==> src/rtl/pipe_scroller.sv <==
// Pipe position generator: scrolls three pipes left each frame, respawns them at the
// right with an LFSR-chosen gap height, and runs the idle/run/frozen game phase.
module pipe_scroller #(
  parameter int unsigned SPEED     = 2,
  parameter int unsigned SPACING   = 256,
  parameter int unsigned PIPE_W    = 72,
  parameter int unsigned SCREEN_W  = 640,
  parameter int unsigned BY_MIN    = 250,
  parameter int unsigned BIRD_X    = 100,
  parameter logic [15:0] LFSR_SEED = 16'hACE1
) (
  input  logic        clk,
  input  logic        rst,
  input  logic        frame_tick,
  input  logic        start,
  input  logic        crash,
  input  logic        restart,
  output logic [10:0] bx,
  output logic [10:0] bx2,
  output logic [10:0] bx3,
  output logic [10:0] by,
  output logic [10:0] by2,
  output logic [10:0] by3,
  output logic        score_pulse,
  output logic [1:0]  state
);

  typedef enum logic [1:0] {
    ST_IDLE   = 2'b00,
    ST_RUN    = 2'b01,
    ST_FROZEN = 2'b10
  } state_t;

  localparam logic [10:0] SPEED_W     = 11'(SPEED);
  localparam logic [10:0] BIRD_W      = 11'(BIRD_X);
  localparam logic [10:0] BY_BASE     = 11'(BY_MIN);
  localparam logic [10:0] RESPAWN_ADD = 11'(3 * SPACING - SPEED);
  localparam logic [10:0] BX_R0       = 11'(SCREEN_W + PIPE_W - 1);
  localparam logic [10:0] BX_R1       = 11'(SCREEN_W + PIPE_W - 1 + SPACING);
  localparam logic [10:0] BX_R2       = 11'(SCREEN_W + PIPE_W - 1 + 2 * SPACING);
  localparam logic [2:0][10:0] BX_RST = {BX_R2, BX_R1, BX_R0};
  localparam logic [2:0][10:0] BY_RST = {11'(BY_MIN + 96), 11'(BY_MIN + 64), 11'(BY_MIN + 32)};

  state_t           state_q, state_d;
  logic [2:0][10:0] bx_q, bx_d;
  logic [2:0][10:0] by_q, by_d;
  logic             score_q, score_d;
  logic [15:0]      lfsr_q, lfsr_d;

  always_ff @(posedge clk or posedge rst) begin
    if (rst) begin
      state_q <= ST_IDLE;
      bx_q    <= BX_RST;
      by_q    <= BY_RST;
      score_q <= 1'b0;
      lfsr_q  <= LFSR_SEED;
    end else begin
      state_q <= state_d;
      bx_q    <= bx_d;
      by_q    <= by_d;
      score_q <= score_d;
      lfsr_q  <= lfsr_d;
    end
  end

  always_comb begin
    state_d = state_q;
    bx_d    = bx_q;
    by_d    = by_q;
    score_d = 1'b0;
    lfsr_d  = {1'b0, lfsr_q[15:1]} ^ (lfsr_q[0] ? 16'hB400 : 16'h0000);
    if (restart) begin
      state_d = ST_IDLE;
      bx_d    = BX_RST;
      by_d    = BY_RST;
    end else begin
      case (state_q)
        ST_IDLE:   if (start) state_d = ST_RUN;
        ST_RUN: begin
          if (crash) begin
            state_d = ST_FROZEN;
          end else if (frame_tick) begin
            // All respawning pipes share this cycle's LFSR sample; respawn never scores.
            for (int unsigned i = 0; i < 3; i++) begin
              if (bx_q[i] > SPEED_W) begin
                bx_d[i] = bx_q[i] - SPEED_W;
                if (bx_q[i] >= BIRD_W && bx_d[i] < BIRD_W) score_d = 1'b1;
              end else begin
                bx_d[i] = bx_q[i] + RESPAWN_ADD;
                by_d[i] = BY_BASE + {4'b0000, lfsr_q[6:0]};
              end
            end
          end
        end
        ST_FROZEN: ;
        default:   state_d = ST_IDLE;
      endcase
    end
  end

  assign bx          = bx_q[0];
  assign bx2         = bx_q[1];
  assign bx3         = bx_q[2];
  assign by          = by_q[0];
  assign by2         = by_q[1];
  assign by3         = by_q[2];
  assign score_pulse = score_q;
  assign state       = state_q;

endmodule

==> config.mk <==
export PLATFORM = sky130hd
export DESIGN_NAME = pipe_scroller
export DESIGN_NICKNAME = d
export VERILOG_FILES = /design/src/rtl/pipe_scroller.sv
export SDC_FILE = /design/constraint.sdc
export NUM_CORES = 1
export LEC_CHECK = 0
export ABC_AREA = 1
export BUFFER_PORTS_ARGS = -buffer_cell sky130_fd_sc_hd__buf_2
export CORE_MARGIN = 10
export CORE_UTILIZATION = 56
export CTS_CLUSTER_SIZE = 25
export DETAILED_ROUTE_END_ITERATION = 6
export GPL_ROUTABILITY_DRIVEN = 0
export GPL_TIMING_DRIVEN = 0
export PLACE_DENSITY = 0.89
export SLEW_MARGIN = 10
export SYNTH_ARGS = -nofsm -noshare
export SYNTH_HDL_FRONTEND = slang
export SYNTH_SLANG_ARGS = --single-unit
==> constraint.sdc <==
create_clock -name clk -period 2.7 [get_ports clk]
set_input_delay 0.135 -clock clk [delete_from_list [all_inputs] [get_ports clk]]
set_output_delay 0.135 -clock clk [all_outputs]
set_load 0.03 [all_outputs]
Yosys cells after proc, flatten, opt, wreduce, memory -nomap -nowiden
Index checks and enable logic that the tools add are counted.
W data, S select, Z words.

word-level totals
  input bits = 6
  register bits after elaboration = 85
  output and inout port bits = 69

cells by class
  bitwise operators = 1
  reduce and logical (&&, ||, !) cells = 11
  $add $sub $neg = 7
  mux-type cells = 29
  equality and inequality tests = 9
  magnitude comparators = 9

operators by type and width
  cell                      number
  $mux W33                  8
  $mux W11                  6
  $add A11 B10 Y11 const B  3
  $ge A11 B7 Y1 const B     3
  $gt A11 B2 Y1 const B     3
  $lt A11 B7 Y1 const B     3
  $sub A11 B2 Y11 const B   3
  $mux W16                  1
  $xor A15 B16 Y16          1
  $reduce_and A4 Y1         3
  $mux W1                   10
  $add A8 B7 Y9 const A     1
  $ne A2 B2 Y1 const B      4
  $mux W2                   3
  $ne A3 B3 Y1 const B      2
  $pmux W2 S3               1
  $reduce_and A3 Y1         2
  $reduce_bool A2 Y1        2
  $logic_and A1 B1 Y1       3
  $eq A2 B1 Y1 const B      1
  $eq A2 B2 Y1 const B      1
  $logic_not A2 Y1          1
  $ne A2 B1 Y1 const B      1

Depth between registers and ports, before layout
  depth in word-level cells = 13
  depth in mapped cells = 13
  mapped depth without buffers = 13

Least setup slack after synthesis
No wires, ideal clock.

  path kind = reg2reg
  start point = reg bx_q, in the netlist bx3[1]
  end point = reg by_q, in the netlist by3[0]
  period minus slack after synthesis = 1778 ps
  data required time = 2626 ps
  buffers on the path = 1
  path slack = 922 ps
  stages on the path, launching flop included = 11
  arrival = 1704 ps
  path through = dfstp_2 inv_1 ha_1 nand3_2 nor2_4 nor2_4 o21ai_4 inv_2 buf_6 nand2_2 o21ai_2

between the ends
  cells in the longest elaborated chain, start to end = 3

ends and longest elaborated chain
  item                         line  source
  start: declaration           45    logic [2:0][10:0] bx_q, bx_d;
  start signal: assignment     53    bx_q <= BX_RST;
  start signal: assignment     59    bx_q <= bx_d;
  $gt A11 B2 Y1                85    if (bx_q[i] > SPEED_W) begin
  $ne A2 B2 Y1 (no line)       --
  $reduce_and A4 Y1 (no line)  --
  end signal: assignment       60    by_q <= by_d;
  end: declaration             46    logic [2:0][10:0] by_q, by_d;

Every way passes these cells.
A chain may end at the register's enable or synchronous reset.

Worst setup path after layout
  start point = reg bx_q, in the netlist bx2[1]
  end point = reg score_q (netlist: score_pulse)

between the ends
  cells in the longest elaborated chain, start to end = 11
  elaborated cells on any way between the ends = 13
  classes of those cells = 1 x add/sub; 3 x order compare; 8 x mux; 1 x reduce/logical

ends and longest elaborated chain
  item                    line  source
  $sub A11 B2 Y11         86    bx_d[i] = bx_q[i] - SPEED_W;
  $lt A11 B7 Y1           87    if (bx_q[i] >= BIRD_W && bx_d[i] < BIRD_W) score_d = 1'b1;
  $logic_and A1 B1 Y1     87
  $mux W1                 87
  $mux W1 (*)             85
  $mux W1                 87
  $mux W1 (*)             85
  $mux W1 (*)             82    end else if (frame_tick) begin
  $mux W1 (*)             80    if (crash) begin
  $mux W1 (*)             77    case (state_q)
  $mux W1 (*)             72    if (restart) begin
  via score_d             47    logic score_q, score_d;
  end signal: assignment  61    score_q <= score_d;
  end: declaration        47

Mark *: on every way through the listed nets, which the timed path passes. The rest lies on a longest branch.

==> metrics.txt <==
status finished clean; Final min period 2.021 ns; final WL 9.867 mm; Post-synth EDFFs 0; CP Buf/Inv Count 3; pre-CTS WS 0.7652 ns; vias per inst 5.370; max-slew violation count 0; clock-pin slew on the worst setup and hold paths 0.09 ns; global-route usage over all layers 17.92%; Setup CP Type flip-flop to flip-flop; final setup violation count 0; Final Hold Viols 0; Die Height 104.3 um; Slew HR 59.10%; Final Cycle Share 74.84%; nets@finish 566; post-synth cell types 37; PD cells 511.2 mW/mm^2; Clock Skews 0.01186 ns; clk_lat worst skew 0.37 ns; fmax 494.9 MHz; number of I/O pins 75; # Max-Cap Violations 0; Antenna Nets Post-Route 0; crit path launch type flip-flop; Worst Tran Pin Value 0.6088 ns; Bufs on Longest Clock Path 2; crit path max fanout 6; Diodes inserted 0; max incr delay on CP 0.59 ns; kind of end point of the critical path flip-flop; PortBufs 67; die area 0.01087 mm^2; Static Leakage 2.355 nW; Chip Width 104.3 um; met3 Usage GRT 5.143%; total core area 0.006832 mm^2; CTS sink cnt 77; Syn Area/Cell 8.530 um^2; leading area contributor after synthesis dfstp_2; top cells by area, synth dfstp_2, dfrtp_1, nand2_1; drt wl/cell 15.13 um; async set-or-reset flop fraction in the synthesized netlist 100.0%; Fillers 539; critical path's top delay family simple AND/OR/NAND/NOR gates; gr busiest metal met2; most frequent cell after synthesis nand2_1; met1 Use GR 21.33%; CP max stage cell dfstp_2; share of layout cells above drive strength 1 32.37%; CTS H-Tree Depth 3; Post-DP Area 0.004479 mm^2; dpl hpwl 7.278 mm; RSZ-0062 raised after global routing no; Post-Syn Area 0.003975 mm^2; Arrival @ worst endpoint 2.33 ns; fin area 0.004677 mm^2; CTS tree yes; worst path cell trace inv_1, ha_1, inv_1, nand2_1, nand3_1, nand3_1, nor2_1, nand3_1, nand3_1, nand2_1, inv_1; drt initial violations 220; WP data required 3.01 ns; Ys Warns 0; register area share after synthesis 49.70%; area delta synth->final 17.66%; Top FF cell, synth dfstp_2; First-pass DRT Iterations 5; final worst setup slack 0.6792 ns; synthesized flop and latch total 77; peak supply drop 474.4 uV; vias in the first global route 3,378; first-pass GRT wire length 16.15 mm; Root Buffer clkbuf_8; largest net degree at the start of global routing 60; post-synth top area share 25.78%; initial antenna violation count 0; Via Count 3,501; row count 30; worst hold-check path type primary input to flip-flop; CTS resizes 0; M2 GR Usage 29.28%; Syn Inst Count 466; worst hold slack 0.02773 ns; Num CTS Buffers 9; initial core utilization 58.19%; Most common cell on crit path nand3_1; drt drc 0; synth cell count leaders nand2_1, inv_1, dfstp_2; GRT overflow 0
## cells in the final DEF (no fill, tap or decap), types with 2 or more instances in the layout
master / instances
nor2_4: 4
o21ai_2: 11
dfrtp_1: 38
nor3_1: 3
nand4_1: 5
nand3_1: 33
buf_2: 71
buf_6: 3
clkbuf_8: 9
o21ai_0: 26
a31oi_1: 2
xnor2_1: 5
clkinvlp_4: 2
inv_8: 2
inv_2: 5
nor2_1: 37
a21oi_1: 8
inv_6: 2
o2bb2ai_1: 2
ha_1: 9
nand2_1: 125
nor2_2: 9
nand2_2: 6
xor2_1: 9
inv_1: 48
dfstp_2: 39
o22ai_1: 9
buf_4: 9
nand3_2: 2
conb_1: 6
a22oi_1: 3
## power breakdown
group,switching (W),internal [W]
clock network,0.000486,0.000354
logic,0.000225,0.0000851
registers,0.0000316,0.00121
## registers in the layout, indices dropped and copies added (netlist names), 2 cells and up
signal	flops
by3	9
bx2	10
bx3	10
by	9
state	2
lfsr_q	16
by2	9
bx	11
## routing by layer
layer	wire length (um)	share of wire (%)
met2	4824	49
met5	0	0
met1	4138	42
met4	148	1.5
met3	756	7.7
## area by class of cell
| class | count | area [um^2] | area share (%) |
|---|---|---|---|
| Multi-Input combinational cell | 323 | 1690 | 36.14 |
| Clock inverter | 7 | 63.81 | 1.364 |
| Clock buffer | 9 | 123.9 | 2.648 |
| Sequential cell | 77 | 1976 | 42.24 |
| Inverter | 55 | 209.0 | 4.468 |
| Timing Repair Buffer | 69 | 372.9 | 7.972 |
| Buffer | 16 | 121.4 | 2.595 |
| Tap cell | 96 | 120.1 | 2.568 |
## through the flow
step,power [W],TNS [ns],cells,utilization [%]
finish,0.002391,0,652,68.46
detailed placement,0.001566,0,635,65.57
global route,0.002491,0,652,68.46
global placement,0.001549,-4.892,634,65.13
floorplan,0.001476,0,471,-
CTS,0.002412,0,652,68.46
## logic make-up (layout without fill, tap and decap cells)
kind of cell | after synthesis | after routing | synth area share (%)
fa+ha+maj | 9 | 9 | 2.833
simple gates | 228 | 228 | 25.50
xor+xnor | 14 | 14 | 3.085
flops | 77 | 77 | 49.70
compound gates | 66 | 66 | 10.54
other cells | 1 | 6 | 0.09434
buf+inv | 71 | 156 | 8.247
## worst register-to-register path: stages, from the launching register on
cell     delay, ns
dfstp_2       0.59
inv_1         0.12
ha_1          0.31
inv_1         0.08
nand2_1       0.09
nand3_1       0.17
nand3_1       0.10
nor2_1        0.16
nand3_1       0.12
nand3_1       0.11
nand2_1       0.05
inv_1         0.05
## what timing repair did
item / CTS / global route
hold buffers: 1 / 0
endpoints found under the hold margin: 18 / 0
buffers inserted: 0 / 0
setup endpoints to repair: 0 / 0
## final timing paths
check	startpoint	cells after the start	to	slack, ns
worst max-delay path	bx2[1]$_DFFE_PP1P_	11	score_pulse$_DFF_PP0_	0.68
worst min register to register	lfsr_q[8]$_DFF_PP0_	0	lfsr_q[7]$_DFF_PP1_	0.36
worst max register to register	bx2[1]$_DFFE_PP1P_	11	score_pulse$_DFF_PP0_	0.68
min in group asynchronous	rst	3	bx3[4]$_DFFE_PP0P_	0.27
worst min-delay path	start	3	state[0]$_DFFE_PP0P_	0.03
max in group asynchronous	rst	4	lfsr_q[10]$_DFF_PP1_	1.81
(Power assumes the default switching activity.)
